## src/rtl/gcd_pkg.sv

```systemverilog
// -----------------------------------------------------------------------------
// gcd_pkg
// Shared definitions for the GCD job master: the controller state encoding,
// the operand width and the width of the engine-occupancy cycle counter.
// No ports (package).
// -----------------------------------------------------------------------------
package gcd_pkg;

    localparam int OPERAND_W = 32;
    localparam int CYCLE_W   = 16;

    typedef enum logic [1:0] {
        IDLE,
        ISSUE,
        WAIT,
        RESP
    } state_t;

    // Increment that sticks at all-ones instead of wrapping.
    function automatic logic [CYCLE_W-1:0] sat_inc(input logic [CYCLE_W-1:0] v);
        return (v == '1) ? v : v + CYCLE_W'(1);
    endfunction

endpackage

```

## src/rtl/gcd_master.sv

```systemverilog
// -----------------------------------------------------------------------------
// gcd_master
// Accepts an operand pair, hands it to an external GCD engine, waits for the
// engine's completion (with a timeout) and returns a single response.
// Operands where either value is zero are answered directly without using the
// engine.
//
// Ports
//   clk          clock, all state changes on the rising edge
//   reset_n      asynchronous active-low reset
//   req_valid    operand pair offered
//   req_ready    block is idle and accepts the pair this cycle
//   req_a/req_b  32-bit unsigned operands
//   rsp_valid    response payload valid (held until rsp_ready)
//   rsp_ready    consumer accepts the response
//   rsp_gcd      GCD result (0 on timeout)
//   rsp_timeout  job abandoned because the engine did not finish in time
//   rsp_cycles   cycles spent in ISSUE + WAIT, saturating
//   eng_a/eng_b  operands presented to the engine (held from acceptance)
//   eng_start    one-cycle start pulse to the engine
//   eng_done     engine completion pulse
//   eng_result   engine result, valid while eng_done is high
// -----------------------------------------------------------------------------
module gcd_master
    import gcd_pkg::*;
#(
    parameter int TIMEOUT_CYCLES = 1024
) (
    input  logic                 clk,
    input  logic                 reset_n,

    input  logic                 req_valid,
    output logic                 req_ready,
    input  logic [OPERAND_W-1:0] req_a,
    input  logic [OPERAND_W-1:0] req_b,

    output logic                 rsp_valid,
    input  logic                 rsp_ready,
    output logic [OPERAND_W-1:0] rsp_gcd,
    output logic                 rsp_timeout,
    output logic [CYCLE_W-1:0]   rsp_cycles,

    output logic [OPERAND_W-1:0] eng_a,
    output logic [OPERAND_W-1:0] eng_b,
    output logic                 eng_start,
    input  logic                 eng_done,
    input  logic [OPERAND_W-1:0] eng_result
);

    // Last WAIT counter value before the job is abandoned.
    localparam logic [CYCLE_W-1:0] WAIT_LAST = CYCLE_W'(TIMEOUT_CYCLES - 1);

    state_t               state_q,     state_d;
    logic [OPERAND_W-1:0] a_q,         a_d;
    logic [OPERAND_W-1:0] b_q,         b_d;
    logic [CYCLE_W-1:0]   wait_cnt_q,  wait_cnt_d;
    logic [CYCLE_W-1:0]   cycles_q,    cycles_d;
    logic [OPERAND_W-1:0] gcd_q,       gcd_d;
    logic                 timeout_q,   timeout_d;
    logic                 req_ready_q, req_ready_d;
    logic                 rsp_valid_q, rsp_valid_d;
    logic                 eng_start_q, eng_start_d;

    logic accept;

    assign accept = req_valid && req_ready_q;

    // Next-state and next-output logic. All outputs are registered, so each
    // transition also sets the output values the destination state presents.
    always_comb begin
        state_d     = state_q;
        a_d         = a_q;
        b_d         = b_q;
        wait_cnt_d  = wait_cnt_q;
        cycles_d    = cycles_q;
        gcd_d       = gcd_q;
        timeout_d   = timeout_q;
        req_ready_d = req_ready_q;
        rsp_valid_d = rsp_valid_q;
        eng_start_d = 1'b0;

        case (state_q)
            IDLE: begin
                if (accept) begin
                    a_d         = req_a;
                    b_d         = req_b;
                    req_ready_d = 1'b0;
                    // gcd(x,0) = x, so a zero operand needs no engine run.
                    if (req_a == '0 || req_b == '0) begin
                        gcd_d       = req_a | req_b;
                        timeout_d   = 1'b0;
                        cycles_d    = '0;
                        rsp_valid_d = 1'b1;
                        state_d     = RESP;
                    end else begin
                        eng_start_d = 1'b1;
                        state_d     = ISSUE;
                    end
                end
            end

            ISSUE: begin
                // The ISSUE cycle itself is the first occupied cycle.
                wait_cnt_d = '0;
                cycles_d   = CYCLE_W'(1);
                state_d    = WAIT;
            end

            WAIT: begin
                cycles_d = sat_inc(cycles_q);
                // Completion wins over a simultaneous timeout.
                if (eng_done) begin
                    gcd_d       = eng_result;
                    timeout_d   = 1'b0;
                    rsp_valid_d = 1'b1;
                    state_d     = RESP;
                end else if (wait_cnt_q == WAIT_LAST) begin
                    gcd_d       = '0;
                    timeout_d   = 1'b1;
                    rsp_valid_d = 1'b1;
                    state_d     = RESP;
                end else begin
                    wait_cnt_d = wait_cnt_q + CYCLE_W'(1);
                end
            end

            RESP: begin
                // req_ready only rises on the cycle after the handshake.
                if (rsp_ready) begin
                    rsp_valid_d = 1'b0;
                    req_ready_d = 1'b1;
                    state_d     = IDLE;
                end
            end

            default: begin
                rsp_valid_d = 1'b0;
                req_ready_d = 1'b1;
                state_d     = IDLE;
            end
        endcase
    end

    // State and output registers; reset drops any job in flight silently.
    always_ff @(posedge clk or negedge reset_n) begin
        if (!reset_n) begin
            state_q     <= IDLE;
            a_q         <= '0;
            b_q         <= '0;
            wait_cnt_q  <= '0;
            cycles_q    <= '0;
            gcd_q       <= '0;
            timeout_q   <= 1'b0;
            req_ready_q <= 1'b1;
            rsp_valid_q <= 1'b0;
            eng_start_q <= 1'b0;
        end else begin
            state_q     <= state_d;
            a_q         <= a_d;
            b_q         <= b_d;
            wait_cnt_q  <= wait_cnt_d;
            cycles_q    <= cycles_d;
            gcd_q       <= gcd_d;
            timeout_q   <= timeout_d;
            req_ready_q <= req_ready_d;
            rsp_valid_q <= rsp_valid_d;
            eng_start_q <= eng_start_d;
        end
    end

    assign req_ready   = req_ready_q;
    assign rsp_valid   = rsp_valid_q;
    assign rsp_gcd     = gcd_q;
    assign rsp_timeout = timeout_q;
    assign rsp_cycles  = cycles_q;
    assign eng_a       = a_q;
    assign eng_b       = b_q;
    assign eng_start   = eng_start_q;

endmodule
```

## config.mk

```make
export PLATFORM = sky130hd
export DESIGN_NAME = gcd_master
export DESIGN_NICKNAME = d
export VERILOG_FILES = /design/src/rtl/gcd_pkg.sv /design/src/rtl/gcd_master.sv
export SDC_FILE = /design/constraint.sdc
export NUM_CORES = 1
export LEC_CHECK = 0
export ABC_AREA = 1
export BUFFER_PORTS_ARGS = -buffer_cell sky130_fd_sc_hd__buf_2
export CAP_MARGIN = 20
export CORE_ASPECT_RATIO = 0.75
export CORE_MARGIN = 2
export CORE_UTILIZATION = 30
export CTS_BUF_LIST = sky130_fd_sc_hd__clkbuf_16
export CTS_CLUSTER_DIAMETER = 40
export CTS_CLUSTER_SIZE = 12
export DETAILED_ROUTE_END_ITERATION = 16
export PLACE_DENSITY = 0.55
export SYNTH_ARGS = -nofsm -noshare
export SYNTH_HDL_FRONTEND = slang
export SYNTH_SLANG_ARGS = --single-unit
```

## constraint.sdc

```tcl
create_clock -name clk -period 2.25 [get_ports clk]
set_input_delay 0.45 -clock clk [delete_from_list [all_inputs] [get_ports clk]]
set_output_delay 0.45 -clock clk [all_outputs]
set_load 0.03 [all_outputs]
```

==> flow_metrics.env, run 1 <==
export IMPL_outcome="finished, final reports clean"
export IMPL_fill_cells=2416
export IMPL_slowest_stage="dfrtp_1"
export IMPL_worstHoldEndpoint="eng_b[1]"
export IMPL_cp_slowest_stage_delay_ns=0.40
export IMPL_synth_nets=959
export IMPL_syn_area_um2=6930
export IMPL_maxSlewHeadroom=0.635
export IMPL_grt_pass1_wl_mm=35.0
export IMPL_drtIter0Drc=412
export IMPL_start_util=0.304
export IMPL_cp_max_fo=21
export IMPL_drt_pass1_iter_count=5
export IMPL_syn_avg_cell_area_um2=8.13
export IMPL_place_inst=1349
export IMPL_highest_layer="met4"
export IMPL_dieArea_um2=24300
export IMPL_fin_crit_ns=1.97
export IMPL_num_antenna_cells=0
export IMPL_hold_slack_ns=0.289
export IMPL_async_flop_share=1.00
export IMPL_cts_tree="done"
export IMPL_reg2reg_from="wait_cnt_q[1]"
export IMPL_vdd_drop_max_mv=0.845
export IMPL_layout_nets=1176
export IMPL_viasPerCell=4.76
export IMPL_fmax_ghz=0.508
export IMPL_clk_pin_slew_ns=0.06
export IMPL_layout_drive_gt1_share=0.307
export IMPL_ys_flop_type="dfrtp_1"
export IMPL_rsz0062_at_grt="no"
export IMPL_setup_viol=0
export IMPL_io_buffer_count=216
export IMPL_synth_most_common_cell="nand2_1"
export IMPL_crit_chain="ha_1 > nand2_1 > inv_2 > nand2_2 > nor2_4 > nand2_2 > nand2_4 > nand2_2 > clkinv_2 > nand3_4 > buf_12 > nand2_1 > nand2_1"
export IMPL_hpwlAfterDp_mm=16.0
export IMPL_hold_path_class="in -> reg"
export IMPL_regArea_um2=3350
export IMPL_met2WireLength_mm=9.78
export IMPL_htree_levels=4
export IMPL_wl_met1_mm=10.2
export IMPL_synth_distinct_cells=40
export IMPL_grt_max_degree=68
export IMPL_synth_edf_count=0
export IMPL_critPathBufInv=3
export IMPL_min_from="req_b[1]"
export IMPL_power_density_nw_per_um2=1490
export IMPL_setup_slack_ns=0.281
export IMPL_clock_sinks=134
export IMPL_hold_viol=0
export IMPL_wl_mm=22.0
export IMPL_dpl_cell_area_um2=8430
export IMPL_post_route_drc_count=0
export IMPL_wl_per_cell_um=15.9
export IMPL_die_w_um=179
export IMPL_gp_congestion=0.822
export IMPL_r2r_end="rsp_gcd[9]"
export IMPL_ant_nets=0
export IMPL_path_delay_family="simple AND/OR/NAND/NOR gates"
export IMPL_reg2regPathDepth=13
export IMPL_met3WireLength_mm=1.71
export IMPL_finalCritPeriodShare=0.875
export IMPL_syn_to_final_growth_pct=30.5
export IMPL_yosysTopAreaCell="dfrtp_1"
export IMPL_cts_buffers_inserted=17
export IMPL_hold_path_depth=2
export IMPL_ys_seq_area_frac=0.484
export IMPL_finalNonFillerCells=1381
export IMPL_overflow=0
export IMPL_multi_input_area_um2=3140
export IMPL_postCtsSetupBuffers=0
export IMPL_drv_cap=0
export IMPL_skew_ns=0.0116
export IMPL_leakage_uw=0.00460
export IMPL_rrSetupSlack_ns=0.28
export IMPL_preCtsSetupSlack_ns=0.236
export IMPL_critPathRequiredTime_ns=2.56
export IMPL_cp_end_kind="register"
export IMPL_io_pins=217
export IMPL_grt_pass1_vias=6609
export IMPL_cts_path_max_buffers=2
export IMPL_cts_root_buffer="clkbuf_16"
export IMPL_startpoint_type="register"
export IMPL_clkLatencyLatePin_ns=0.42
export IMPL_synth_area_leaders="dfrtp_1 (48%), nand2_1 (14%), nand3_1 (5.5%)"
export IMPL_synth_seq_cells=134
export IMPL_worst_pin_slew_ns=0.544
export IMPL_final_max_slew_viol_count=0
export IMPL_fp_row_count=48
export IMPL_grt_usage=0.183
export IMPL_ys_warn_count=0
export IMPL_design_area_um2=9040
export IMPL_grt_antenna_before_repair=0
export IMPL_die_height_um=136
export IMPL_synthDominantCellAreaShare=0.480
export IMPL_dr_total_vias=6573
export IMPL_final_setup_tns_ns=0
export IMPL_synth_common_cells="nand2_1 (250), dfrtp_1 (133), nor2_1 (80)"
export IMPL_synthCells=852
export IMPL_cp_arrival_ns=2.28
export IMPL_path_class="reg -> reg"
export IMPL_core_um2=22800
==> registers in the layout (all words and copies together) (netlist names) <==
register,flops
eng_b,32
eng_a,32
eng_start,1
rsp_cycles,16
state_q,2
wait_cnt_q,16
rsp_timeout,1
rsp_valid,1
req_ready,1
rsp_gcd,32
==> worst max path at each step <==
stage / endpoint / cells past startpoint / start / slack (ns)
after floorplan: rsp_cycles[6] / 9 / rsp_cycles[0] / 0.43
after global placement: rsp_gcd[7] / 11 / state_q[0] / 0.30
after detailed placement: rsp_gcd[9] / 11 / state_q[0] / 0.24
after CTS: rsp_gcd[10] / 11 / state_q[0] / 0.21
after global routing: rsp_gcd[10] / 13 / wait_cnt_q[1] / 0.11
final: rsp_gcd[9] / 13 / wait_cnt_q[1] / 0.28
==> per-layer routing <==
metal  GRT usage  vias to the layer above
met2       0.281                      210
met5           0                        -
met4      0.0587                        0
li1            -                     3248
met3      0.0575                       21
met1       0.247                     3094
==> report_power, final <==
part	total [µW]	switching [µW]	internal, µW
sequential	3870	515	3360
clock	2920	1160	1750
combinational	6670	4660	2010
==> cells in the final DEF, fill, tap and decap left out, types with 6 or more instances in the layout <==
| cell | count |
|---|---|
| xor2_1 | 7 |
| nand2_1 | 250 |
| mux2_2 | 32 |
| clkbuf_16 | 17 |
| inv_1 | 53 |
| o21ai_0 | 72 |
| nand4_1 | 49 |
| buf_4 | 18 |
| a21oi_1 | 6 |
| buf_2 | 215 |
| buf_12 | 6 |
| nand3_1 | 75 |
| dfrtp_1 | 133 |
| nor2_1 | 79 |
==> cell families (layout without fill, tap and decap cells) <==
group,Yosys count,after routing,synth area share
mux,32,32,0.0520
flops,134,134,0.484
compound gates,88,88,0.0668
xor+xnor,8,8,0.0101
simple gates,482,482,0.310
buf+inv,102,331,0.0657
fa+ha+maj,6,6,0.0108
==> layout make-up <==
class,count,area share
sequential,134,0.371
multi-input combinational,616,0.347
timing repair buffer,241,0.150
clock buffer,17,0.0471
tap,300,0.0415
inverter,59,0.0246
clock inverter,14,0.0194
==> stage by stage <==
stage	power, µW	utilization
CTS	13600	0.396
global placement	10600	0.369
floorplan	8390	-
finish	13500	0.396
global route	14400	0.396
detailed placement	10600	0.369
==> what timing repair did <==
action                                  4_1_cts  5_1_grt
hold endpoints to repair                     42        0
endpoints found under the setup margin        0        1
hold buffers                                  1        0
resized for setup                             0        1
(Power assumes the default switching activity.)
==> run 2, diff against run 1 <==
Settings changed: PLACE_DENSITY 0.55 to 0.57.
Clock period 2.25 ns to 1.8 ns, I/O delays scaled along.
==> flow_metrics.env, run 2 (synthesized netlist as in run 1, its figures left out) <==
export IMPL_outcome="finished, final reports clean"
export IMPL_fill_cells=2379
export IMPL_grt_max_degree=49
export IMPL_syn_to_final_growth_pct=40.3
export IMPL_grt_pass1_vias=6670
export IMPL_rrSetupSlack_ns=0.02
export IMPL_place_inst=1398
export IMPL_dieArea_um2=24300
export IMPL_finalCritPeriodShare=0.991
export IMPL_core_um2=22800
export IMPL_power_density_nw_per_um2=1860
export IMPL_grt_antenna_before_repair=0
export IMPL_slowest_stage="dfrtp_1"
export IMPL_crit_path_frequent_cell="nand2_4"
export IMPL_hold_viol=0
export IMPL_htree_levels=4
export IMPL_drv_cap=0
export IMPL_cp_arrival_ns=2.09
export IMPL_grt_usage=0.191
export IMPL_power_switching_share=0.465
export IMPL_path_class="reg -> reg"
export IMPL_p_comb_frac=0.525
export IMPL_cp_max_fo=7
export IMPL_dr_total_vias=6834
export IMPL_cts_path_max_buffers=2
export IMPL_setup_slack_ns=0.0171
export IMPL_mostFrequentLayoutCells="nand2_1 (231), buf_2 (215), dfrtp_1 (132)"
export IMPL_start_util=0.304
export IMPL_io_buffer_count=216
export IMPL_vdd_drop_max_mv=0.936
export IMPL_io_pins=217
export IMPL_multi_input_area_um2=3260
export IMPL_total_power_uw=18000
export IMPL_cts_tree="done"
export IMPL_power_switching_uw=8390
export IMPL_crit_chain="ha_4 > nand2_4 > inv_2 > nand2_2 > nor2_4 > nand2_4 > nand2_4 > nand2_4 > clkinv_4 > nand3_4 > clkbuf_16 > nand2_1 > nand2_1"
export IMPL_clock_sinks=134
export IMPL_setup_viol=0
export IMPL_hpwlAfterDp_mm=16.8
export IMPL_leakage_uw=0.00498
export IMPL_die_w_um=179
export IMPL_layout_drive_gt1_share=0.363
export IMPL_clk_pin_slew_ns=0.06
export IMPL_finalNonFillerCells=1440
export IMPL_cp_slowest_stage_delay_ns=0.40
export IMPL_critPathRequiredTime_ns=2.10
export IMPL_fp_row_count=48
export IMPL_skew_ns=0.0166
export IMPL_fmax_ghz=0.561
export IMPL_ant_nets=0
export IMPL_final_max_slew_viol_count=0
export IMPL_cts_buffers_inserted=17
export IMPL_rsz0062_at_grt="yes"
export IMPL_post_route_drc_count=0
export IMPL_pwr_share_seq=0.270
export IMPL_hold_slack_ns=0.184
export IMPL_gp_congestion=0.877
export IMPL_cts_root_buffer="clkbuf_16"
export IMPL_post_route_util=0.426
export IMPL_clkLatencyLatePin_ns=0.43
export IMPL_overflow=0
export IMPL_drtIter0Drc=398
export IMPL_layout_nets=1234
export IMPL_p_clk_frac=0.206
export IMPL_startpoint_type="register"
export IMPL_maxSlewHeadroom=0.647
export IMPL_wl_mm=23.1
export IMPL_preCtsSetupSlack_ns=-0.115
export IMPL_grt_pass1_wl_mm=36.5
export IMPL_internal_power_uw=9650
export IMPL_die_height_um=136
export IMPL_cp_end_kind="register"
export IMPL_regArea_um2=3360
export IMPL_mostFrequentLayoutCell="nand2_1"
export IMPL_drt_pass1_iter_count=5
export IMPL_worst_pin_slew_ns=0.530
export IMPL_wl_per_cell_um=16.0
export IMPL_viasPerCell=4.75
export IMPL_fin_crit_ns=1.78
export IMPL_hold_path_class="in -> reg"
## run 2: changes by cell type in the layout (fill, tap and decap cells not counted), moves of 2 or more
cell	previous run	this run
buf_4	18	67
nand2_1	250	231
nand2_2	5	16
nand2_4	1	10
buf_12	6	11
clkinv_2	4	0
inv_6	3	6
ha_1	5	3
inv_1	53	51
inv_2	5	7
nor2_2	3	1
nor2_4	2	4
## run 2: stage by stage
stage / area [µm²] / setup TNS (ns)
floorplan: 6930 / 0
global placement: 8850 / -2.03
detailed placement: 8850 / -3.83
CTS: 9560 / 0
global route: 9720 / -1.81
finish: 9720 / 0
## run 2: worst max-delay path, delay by kind of cell, from the launching register on
family	cells	cell delay, ns
fa+ha+maj	1	0.18
buf+inv	3	0.35
flops	1	0.40
simple gates	9	0.71
## run 2: routing by layer
layer	vias to the layer above	global-route usage	routed length, µm
met5	-	0	0
met4	0	0.0370	177
met3	13	0.0626	1730
met2	223	0.297	10300
met1	3230	0.260	10900
li1	3368	-	-
## run 2: cell type report
cell class                 instances  area share
multi-input combinational        617       0.335
clock buffer                      17      0.0438
timing repair buffer             298       0.194
inverter                          59      0.0233
tap                              300      0.0386
antenna                            1    0.000257
sequential                       134       0.345
clock inverter                    14      0.0194
## run 2: path summary, 6_finish.rpt
check	endpoint	depth (start not counted)	from
setup / recovery	rsp_gcd[29]	13	wait_cnt_q[0]
hold / removal	req_ready	3	rsp_ready
setup reg to reg	rsp_gcd[29]	13	wait_cnt_q[0]
hold reg to reg	rsp_timeout	2	rsp_timeout
max in group asynchronous	rsp_gcd[9]	3	reset_n
min in group asynchronous	rsp_cycles[3]	2	reset_n
## run 2: repair_timing
action,in CTS,in global routing
gates cloned,1,2
pin swaps,2,6
endpoints found under the setup margin,36,61
endpoints found under the hold margin,44,0
hold buffers,1,0
gates resized for setup,8,30
buffers inserted,3,3
## run 2: power by group through the flow
stage / clock (µW) / combinational [µW] / sequential, µW
CTS: 3810 / 9170 / 4800
floorplan: 0 / 3490 / 7000
global route: 3950 / 10200 / 5010
detailed placement: 0 / 8890 / 4820
global placement: 0 / 8830 / 4830
finish: 3710 / 9460 / 4860
==> run 3, diff against run 2 <==
Settings changed: PLACE_DENSITY 0.57 to 0.55.
Clock period 1.8 ns to 1.95 ns, I/O delays scaled along.
==> flow_metrics.env, run 3 (synthesized netlist as in run 1, its figures left out) <==
export IMPL_clock_sinks=134
export IMPL_cts_tree="done"
export IMPL_viasPerCell=4.78
export IMPL_htree_levels=4
export IMPL_internal_power_uw=8160
export IMPL_cts_buffers_inserted=17
export IMPL_io_pins=217
export IMPL_overflow=0
export IMPL_core_um2=22800
export IMPL_outcome="finished, final reports clean"
export IMPL_layout_nets=1189
export IMPL_final_max_slew_viol_count=0
export IMPL_grt_pass1_vias=6397
export IMPL_cts_root_buffer="clkbuf_16"
export IMPL_gp_congestion=0.833
export IMPL_p_clk_frac=0.207
export IMPL_leakage_uw=0.00469
export IMPL_grt_use_met3=0.0605
export IMPL_wl_per_cell_um=16.1
export IMPL_p_comb_frac=0.508
export IMPL_start_util=0.304
export IMPL_die_w_um=179
export IMPL_drtIter0Drc=448
export IMPL_dpl_cell_area_um2=8540
export IMPL_path_class="reg -> reg"
export IMPL_skew_ns=0.0158
export IMPL_io_buffer_count=216
export IMPL_grt_usage=0.186
export IMPL_grt_pass1_wl_mm=35.4
export IMPL_post_route_drc_count=0
export IMPL_wl_mm=22.5
export IMPL_rsz0062_at_grt="no"
export IMPL_cp_end_kind="register"
export IMPL_vdd_drop_max_mv=0.791
export IMPL_power_switching_share=0.478
export IMPL_drv_cap=0
export IMPL_syn_to_final_growth_pct=32.5
export IMPL_cp_arrival_ns=2.13
export IMPL_hold_viol=0
export IMPL_dieArea_um2=24300
export IMPL_hold_path_class="in -> reg"
export IMPL_busiest_layer="met2"
export IMPL_maxSlewHeadroom=0.664
export IMPL_dr_total_vias=6666
export IMPL_layout_drive_gt1_share=0.316
export IMPL_grt_max_degree=61
export IMPL_pwr_share_seq=0.285
export IMPL_cts_path_max_buffers=2
export IMPL_worst_pin_slew_ns=0.500
export IMPL_setup_viol=0
export IMPL_final_setup_tns_ns=0
export IMPL_grt_antenna_before_repair=1
export IMPL_mostFrequentLayoutCells="nand2_1 (250), buf_2 (215), dfrtp_1 (133)"
export IMPL_power_switching_uw=7460
export IMPL_met1_usage=0.259
export IMPL_die_height_um=136
export IMPL_cp_max_fo=25
export IMPL_ant_nets=0
export IMPL_mostFrequentLayoutCell="nand2_1"
export IMPL_drt_pass1_iter_count=5
export IMPL_startpoint_type="register"
export IMPL_power_density_nw_per_um2=1700
export IMPL_critPathRequiredTime_ns=2.26
export IMPL_gr_usage_met2=0.275
export IMPL_finalCritPeriodShare=0.930
export IMPL_fin_crit_ns=1.81
export IMPL_hpwlAfterDp_mm=16.7
export IMPL_fmax_ghz=0.551
export IMPL_fp_row_count=48
export IMPL_design_area_um2=9180
export IMPL_clkLatencyLatePin_ns=0.43
export IMPL_clk_pin_slew_ns=0.07
[run 3: critical path, cell delays in order, from the launching register on]
cell and delay (ns):
dfrtp_1 0.40, inv_1 0.10, ha_2 0.24, buf_4 0.32
or2_2 0.25, nand3_4 0.10, buf_12 0.17, nand2_1 0.06
nand2_1 0.05
[run 3: per-layer routing]
layer | vias to the layer above | share of wire
met5 | - | 0
li1 | 3270 | -
met1 | 3163 | 0.47
met2 | 217 | 0.44
met3 | 16 | 0.078
met4 | 0 | 0.011
[run 3: what timing repair did]
item	CTS	global route
hold endpoints to repair	39	0
buffers inserted	0	1
resized for setup	0	7
hold buffers	1	0
setup endpoints to repair	0	48
[run 3: area by class of cell]
type,instances,area (µm²)
timing repair buffer,254,1480
inverter,59,223
clock inverter,15,158
multi-input combinational,616,3160
sequential,134,3350
antenna,1,2.50
fill,2397,13600
clock buffer,17,425
tap,300,375
[run 3: stage by stage]
stage / power, µW / std cells / setup slack, ns / util / hold slack (ns)
floorplan: 9680 / 852 / 0.128 / - / 0.0944
global placement: 12400 / 1361 / 0.102 / 0.374 / 0.362
detailed placement: 12400 / 1361 / 0.0840 / 0.374 / 0.366
CTS: 15700 / 1394 / 0.0653 / 0.400 / 0.202
global route: 16600 / 1396 / 0.000508 / 0.402 / 0.207
finish: 15600 / 1396 / 0.136 / 0.402 / 0.227
[run 3: power by group through the flow]
stage	combinational (µW)	sequential [µW]	clock, µW
after floorplan	3220	6460	0
after global placement	7910	4460	0
after global routing	8630	4580	3440
after detailed placement	7980	4470	0
final	7940	4450	3230
after CTS	7980	4450	3320
[run 3: worst paths after layout]
path / to / cells after the start / slack, ns / start
max reg2reg: rsp_gcd[9] / 8 / 0.14 / state_q[0]
max in group asynchronous: rsp_gcd[18] / 3 / 0.87 / reset_n
min reg2reg: rsp_gcd[5] / 2 / 0.47 / rsp_gcd[5]
min in group asynchronous: wait_cnt_q[8] / 2 / 0.49 / reset_n
min: eng_a[18] / 2 / 0.23 / req_a[18]
max: rsp_gcd[9] / 8 / 0.14 / state_q[0]
